--- src/rtl/stb_phase_sweep.sv ---
// rtl/stb_phase_sweep.sv - equivalent-time sampler sweeping a delay across the strobe period.
// Optional watchdog on missing strobes: define STB_PHASE_SWEEP_TIMEOUT_EN.
module stb_phase_sweep #(
   parameter int CNT_WIDTH = 32,
   parameter int ACC_WIDTH = 16
) (
   input  logic                 clk_i,
   input  logic                 arst_i,
   input  logic                 stb_i,
   input  logic [CNT_WIDTH-1:0] period_i,
   input  logic                 stb_rdy_i,
   input  logic                 sig_i,
   input  logic                 start_i,
   input  logic [CNT_WIDTH-1:0] step_i,
   input  logic [ACC_WIDTH-1:0] n_avg_i,
   output logic                 busy_o,
   output logic                 done_o,
   output logic                 err_o,
   output logic                 res_valid_o,
   input  logic                 res_ready_i,
   output logic [CNT_WIDTH-1:0] res_delay_o,
   output logic [ACC_WIDTH-1:0] res_hits_o
);

   localparam logic [2:0] S_IDLE      = 3'd0;
   localparam logic [2:0] S_ARM       = 3'd1;
   localparam logic [2:0] S_WAIT_EDGE = 3'd2;
   localparam logic [2:0] S_DELAY     = 3'd3;
   localparam logic [2:0] S_RESULT    = 3'd4;
   localparam logic [2:0] S_NEXT      = 3'd5;

   logic [2:0]           state_q, state_d;
   logic                 sig_s1_q, sig_s1_d, sig_s2_q, sig_s2_d;
   logic                 stb_q, stb_d;
   logic [CNT_WIDTH-1:0] phase_q, phase_d, phase_cur;
   logic [CNT_WIDTH-1:0] period_q, period_d, step_q, step_d, cur_delay_q, cur_delay_d;
   logic [ACC_WIDTH-1:0] n_avg_q, n_avg_d, hits_q, hits_d, scnt_q, scnt_d, scnt_inc;
   logic                 busy_q, busy_d, done_q, done_d, err_q, err_d, res_valid_q, res_valid_d;
   logic                 stb_e, take_sample, wd_trip;
   logic [CNT_WIDTH:0]   nd;
`ifdef STB_PHASE_SWEEP_TIMEOUT_EN
   logic [CNT_WIDTH:0]   wd_q, wd_d, wd_lim;
`endif

   always_comb begin
      state_d     = state_q;
      sig_s1_d    = sig_i;
      sig_s2_d    = sig_s1_q;
      stb_d       = stb_i;
      period_d    = period_q;
      step_d      = step_q;
      n_avg_d     = n_avg_q;
      cur_delay_d = cur_delay_q;
      hits_d      = hits_q;
      scnt_d      = scnt_q;
      busy_d      = busy_q;
      done_d      = 1'b0;
      err_d       = err_q;
      res_valid_d = res_valid_q;
      take_sample = 1'b0;
      wd_trip     = 1'b0;

      // Phase reads 0 in the edge cycle itself, so the count restarts combinationally.
      stb_e     = stb_i & ~stb_q;
      phase_cur = stb_e ? '0 : phase_q;
      phase_d   = phase_cur + CNT_WIDTH'(1);
      nd        = {1'b0, cur_delay_q} + {1'b0, step_q};
      scnt_inc  = scnt_q + ACC_WIDTH'(1);

      case (state_q)
         S_IDLE: begin
            if (start_i && stb_rdy_i) begin
               err_d       = 1'b0;
               busy_d      = 1'b1;
               period_d    = period_i;
               step_d      = (step_i == '0) ? CNT_WIDTH'(1) : step_i;
               n_avg_d     = (n_avg_i == '0) ? ACC_WIDTH'(1) : n_avg_i;
               cur_delay_d = '0;
               state_d     = S_ARM;
            end
         end
         S_ARM: begin
            hits_d  = '0;
            scnt_d  = '0;
            state_d = S_WAIT_EDGE;
         end
         S_WAIT_EDGE: begin
            if (stb_e) begin
               if (cur_delay_q == '0) take_sample = 1'b1;
               else                   state_d     = S_DELAY;
            end
         end
         S_DELAY: begin
            if (phase_cur == cur_delay_q) take_sample = 1'b1;
         end
         S_RESULT: begin
            if (res_ready_i) begin
               res_valid_d = 1'b0;
               state_d     = S_NEXT;
            end
         end
         S_NEXT: begin
            if (nd >= {1'b0, period_q}) begin
               done_d  = 1'b1;
               busy_d  = 1'b0;
               state_d = S_IDLE;
            end else begin
               cur_delay_d = nd[CNT_WIDTH-1:0];
               state_d     = S_ARM;
            end
         end
         default: state_d = S_IDLE;
      endcase

      if (take_sample) begin
         hits_d = (sig_s2_q && (hits_q != '1)) ? hits_q + ACC_WIDTH'(1) : hits_q;
         scnt_d = scnt_inc;
         if (scnt_inc == n_avg_q) begin
            state_d     = S_RESULT;
            res_valid_d = 1'b1;
         end else begin
            state_d = S_WAIT_EDGE;
         end
      end

`ifdef STB_PHASE_SWEEP_TIMEOUT_EN
      wd_lim = {period_q, 1'b0};
      if (wd_lim < (CNT_WIDTH+1)'(4)) wd_lim = (CNT_WIDTH+1)'(4);
      wd_d = wd_q;
      if (state_q == S_IDLE || stb_e) begin
         wd_d = '0;
      end else if (state_q == S_WAIT_EDGE || state_q == S_DELAY) begin
         wd_d    = wd_q + (CNT_WIDTH+1)'(1);
         wd_trip = (wd_d >= wd_lim);
      end
`endif

      // Abort wins over every other transition, including a result about to be posted.
      if (state_q != S_IDLE && (!stb_rdy_i || wd_trip)) begin
         err_d       = 1'b1;
         busy_d      = 1'b0;
         done_d      = 1'b0;
         res_valid_d = 1'b0;
         state_d     = S_IDLE;
      end
   end

   always_ff @(posedge clk_i or posedge arst_i) begin
      if (arst_i) begin
         state_q     <= S_IDLE;
         sig_s1_q    <= 1'b0;
         sig_s2_q    <= 1'b0;
         stb_q       <= 1'b0;
         phase_q     <= '0;
         period_q    <= '0;
         step_q      <= '0;
         n_avg_q     <= '0;
         cur_delay_q <= '0;
         hits_q      <= '0;
         scnt_q      <= '0;
         busy_q      <= 1'b0;
         done_q      <= 1'b0;
         err_q       <= 1'b0;
         res_valid_q <= 1'b0;
`ifdef STB_PHASE_SWEEP_TIMEOUT_EN
         wd_q        <= '0;
`endif
      end else begin
         state_q     <= state_d;
         sig_s1_q    <= sig_s1_d;
         sig_s2_q    <= sig_s2_d;
         stb_q       <= stb_d;
         phase_q     <= phase_d;
         period_q    <= period_d;
         step_q      <= step_d;
         n_avg_q     <= n_avg_d;
         cur_delay_q <= cur_delay_d;
         hits_q      <= hits_d;
         scnt_q      <= scnt_d;
         busy_q      <= busy_d;
         done_q      <= done_d;
         err_q       <= err_d;
         res_valid_q <= res_valid_d;
`ifdef STB_PHASE_SWEEP_TIMEOUT_EN
         wd_q        <= wd_d;
`endif
      end
   end

   assign busy_o      = busy_q;
   assign done_o      = done_q;
   assign err_o       = err_q;
   assign res_valid_o = res_valid_q;
   assign res_delay_o = cur_delay_q;
   assign res_hits_o  = hits_q;

endmodule

--- config.mk ---
export PLATFORM = sky130hd
export DESIGN_NAME = stb_phase_sweep
export DESIGN_NICKNAME = d
export VERILOG_FILES = /design/src/rtl/stb_phase_sweep.sv
export SDC_FILE = /design/constraint.sdc
export NUM_CORES = 1
export LEC_CHECK = 0
export CORE_AREA = 3 3 128 180
export DETAILED_ROUTE_END_ITERATION = 6
export DIE_AREA = 0 0 131 183
export PLACE_DENSITY = 0.81
export SLEW_MARGIN = 20
export SYNTH_ARGS = -nofsm -noshare
export SYNTH_HDL_FRONTEND = slang
export SYNTH_SLANG_ARGS = --single-unit
--- constraint.sdc ---
create_clock -name clk_i -period 13.03 [get_ports clk_i]
set_input_delay 2.606 -clock clk_i [delete_from_list [all_inputs] [get_ports clk_i]]
set_output_delay 2.606 -clock clk_i [all_outputs]
set_load 0.005 [all_outputs]
==> flow_summary.toml <==
[die]
coreArea_sq_mm = 0.0217
die_width_um = 131
ioPinCount = 139
start_util_pct = 54.5
rows = 64
die_h_um = 183
dieArea_sq_mm = 0.0240

[clock_network]
h-tree-depth = 4
cts_root_buf = "clkbuf_16"
cts_buffers = 17
cts_setup_buffers = 0
clock_latency_ns = 0.45
cts.repair.resized = 0
hold_buffers = 0
clkTransAtPathRegs_ns = 0.07
numClockSinks = 186
cts_tree = "done"
cts.path.max_buffers = 2

[sta]
finalCritPeriodShare_pct = 43.4
period_minus_slack_ns = 5.65
fin_tns_setup_ns = 0
slew_violations = 0
rsz0062_at_grt = "false"
finalSetupViolCount = 0
relSlewSlack_pct = 28.1
finClkSkew_ns = 0.0125
hold_viol = 0
clock.fmax_mhz = 177
worstMarginPinSlew_ns = 1.07

[synthesis]
yosysUniqueCellTypes = 79
syn_inst = 1225
yosys.area.top_type = "dfrtp_1"
synth.area.top_cells = "dfrtp_1 (39%), mux2_2 (10%), ha_1 (7.1%)"
synth.net_count = 1380
yosysSeqAreaShare_pct = 39.4
syn_area_per_cell_sq_um = 9.65
async_flop_share_pct = 100
ys.warnings.count = 0
synth_enable_flop_cells = 0
syn_area_sq_mm = 0.0118
yosys_most_used_dff = "dfrtp_1"
ys_seq_elements = 186
synth_top_cell_area_share_pct = 39.4

[critical_path]
required_ns = 13.36
critical_path_peak_fanout = 30
cp-start-kind = "register"
crit_type = "register to register"
cp-end-kind = "register"
crit_arrival_ns = 5.98

[pwr]
cell_internal_pwr_mw = 1.38
p_sw_share_pct = 37.2
p_sw_uw = 818
peakVddDrop_v = 0.000125
pwr-share-comb_pct = 37.9
seq_power_share_pct = 38.0
leakage_nw = 6.14
p_clk_share_pct = 24.2
powerDensity_mw_per_mm2 = 157

[placement]
hpwl_um = 23300
dp_cells = 1615
placed_cell_area_sq_mm = 0.0134
place.gp.congestion = 0.960
portBuffers = 138

[detailed_routing]
drt-initial-drc-count = 587
viasPerCell = 6.03
routedWlPerCell_um = 18.9
wirelength_um = 31200
dr.pass1.iters = 7
antenna_left = 0
via_count = 9938
drc = 0

[final_layout]
stdcell_area_sq_mm = 0.0140
fill_cells = 1782
final_nets = 1492
syn2layout_area_growth_pct = 18.7
drive_above_1_share_pct = 12.4
instances_no_fill = 1647
antenna_cells = 0

[flow_run]
max_cap_viol_count = 0

[grt]
grt_pass1_vias = 9867
grt_start_max_net_pins = 135
grt_overflow = 0
antenna_found_initial = 0
grt_pass1_wl_um = 50600
grtUsageTotal_pct = 26.6

[worst_hold_path]
hold_path_class = "register to register"

[run_status]
status = "finished clean"
-- sequential cells by signal, summed over array words and instances (netlist names) --
| register | flops |
|---|---|
| stb_q | 1 |
| done_o | 1 |
| n_avg_q | 16 |
| err_o | 1 |
| sig_s1_q | 1 |
| res_hits_o | 16 |
| phase_q | 32 |
| res_valid_o | 1 |
| res_delay_o | 32 |
| period_q | 32 |
| busy_o | 1 |
| scnt_q | 16 |
| state_q | 3 |
| sig_s2_q | 1 |
| step_q | 32 |
-- cell usage in the layout, fill, tap and decap left out, drive strengths merged, types with 17 or more instances in the layout --
master / synthesis / layout
nor2: 82 / 82
nand4: 26 / 26
or3: 24 / 24
a21oi: 65 / 65
nand3: 48 / 48
nor3: 23 / 23
a31oi: 17 / 17
inv: 58 / 66
and2: 30 / 30
nand2: 75 / 75
clkdlybuf4s50: 0 / 138
mux2: 105 / 105
xnor2: 53 / 53
o21ai: 69 / 69
xor2: 36 / 36
dfrtp: 186 / 186
ha: 67 / 67
nor4: 26 / 26
clkbuf: 34 / 17
a21o: 24 / 24
-- through the flow --
step	setup WS (ns)	total power [mW]	hold slack [ns]	utilization, %
2_1_floorplan	5.37	1.41	0.331	-
3_3_place_gp	7.24	1.64	0.335	61.9
3_5_place_dp	7.16	1.66	0.340	61.9
4_1_cts	7.44	2.20	0.357	64.6
5_1_grt	6.91	2.34	0.362	64.6
6_report	7.38	2.20	0.354	64.6
-- synth_stat cells (all sizes together) (8+ instances only) --
cell    count
nor2b       8
nor3       23
or3        24
o31ai       8
buf        16
a21o       24
xnor2      53
nor4bb     10
mux2      105
o211ai     10
dfrtp     186
nand4      26
nand2      75
clkbuf     34
nor2       82
nor4       26
nor3b      11
and3       16
a21oi      65
o21ai      69
a31oi      17
inv        58
and2       30
xor2       36
nand3      48
nand2b     10
ha         67
-- metal layers --
layer  GRT usage [%]  vias to the layer above  share of wire [%]  wire length [um]
met5               0                        -                  0                 0
met4            10.8                        0                3.9              1220
met3            4.20                       79                4.6              1450
met2            45.8                      276                 52             16100
met1            32.8                     4899                 40             12500
li1                -                     4684                  -                 -
-- cell type report --
cell class	count	area, sq um	share of cell area, %
multi-input combinational	931	6750	48.1
sequential	186	4650	33.2
timing repair buffer	143	1420	10.1
clock buffer	17	425	3.03
tap	297	372	2.65
inverter	58	225	1.61
clock inverter	15	178	1.27
-- worst paths after layout --
path | start | endpoint | slack [ns] | cells after the start
worst max-delay path | res_delay_o[5] | res_delay_o[4] | 7.38 | 15
worst min-delay path | sig_s1_q | sig_s2_q | 0.35 | 0
worst max register to register | res_delay_o[5] | res_delay_o[4] | 7.38 | 15
worst min register to register | sig_s1_q | sig_s2_q | 0.35 | 0
max in group asynchronous | arst_i | res_delay_o[22] | 8.95 | 3
min in group asynchronous | arst_i | sig_s2_q | 2.75 | 2
-- logic make-up after synthesis --
group                      Yosys count  share of synthesized area [%]
DFF                                186                           39.4
buffers and inverters              108                           3.68
and+or+nand+nor                    414                           19.2
adders and majority gates           68                           7.26
xor gates and xnor gates            89                           6.60
AOI/OAI and AO/OA                  252                           13.6
muxes                              108                           10.3
-- power groups by stage --
stage               Sequential (mW)  Clock [mW]  Combinational, mW
global placement              0.837           0              0.799
CTS                           0.834       0.538              0.831
global route                  0.851       0.561              0.925
finish                        0.835       0.531              0.832
detailed placement            0.845           0              0.819
floorplan                     0.792           0              0.622
-- worst max-delay path: stages, from the launching register on --
cell       delay [ns]
dfrtp_1          0.47
ha_1             0.41
a21o_1           0.23
a211o_1          0.29
o21ai_1          0.34
o2111ai_1        0.26
a2111oi_0        0.49
nor3_1           0.13
xor2_1           0.18
ha_1             0.31
nand4_1          0.17
nor3_1           0.28
a2111oi_0        0.18
o211ai_1         0.87
buf_4            0.50
mux2_2           0.39
Note: power is estimated with default switching activity, not from simulation.
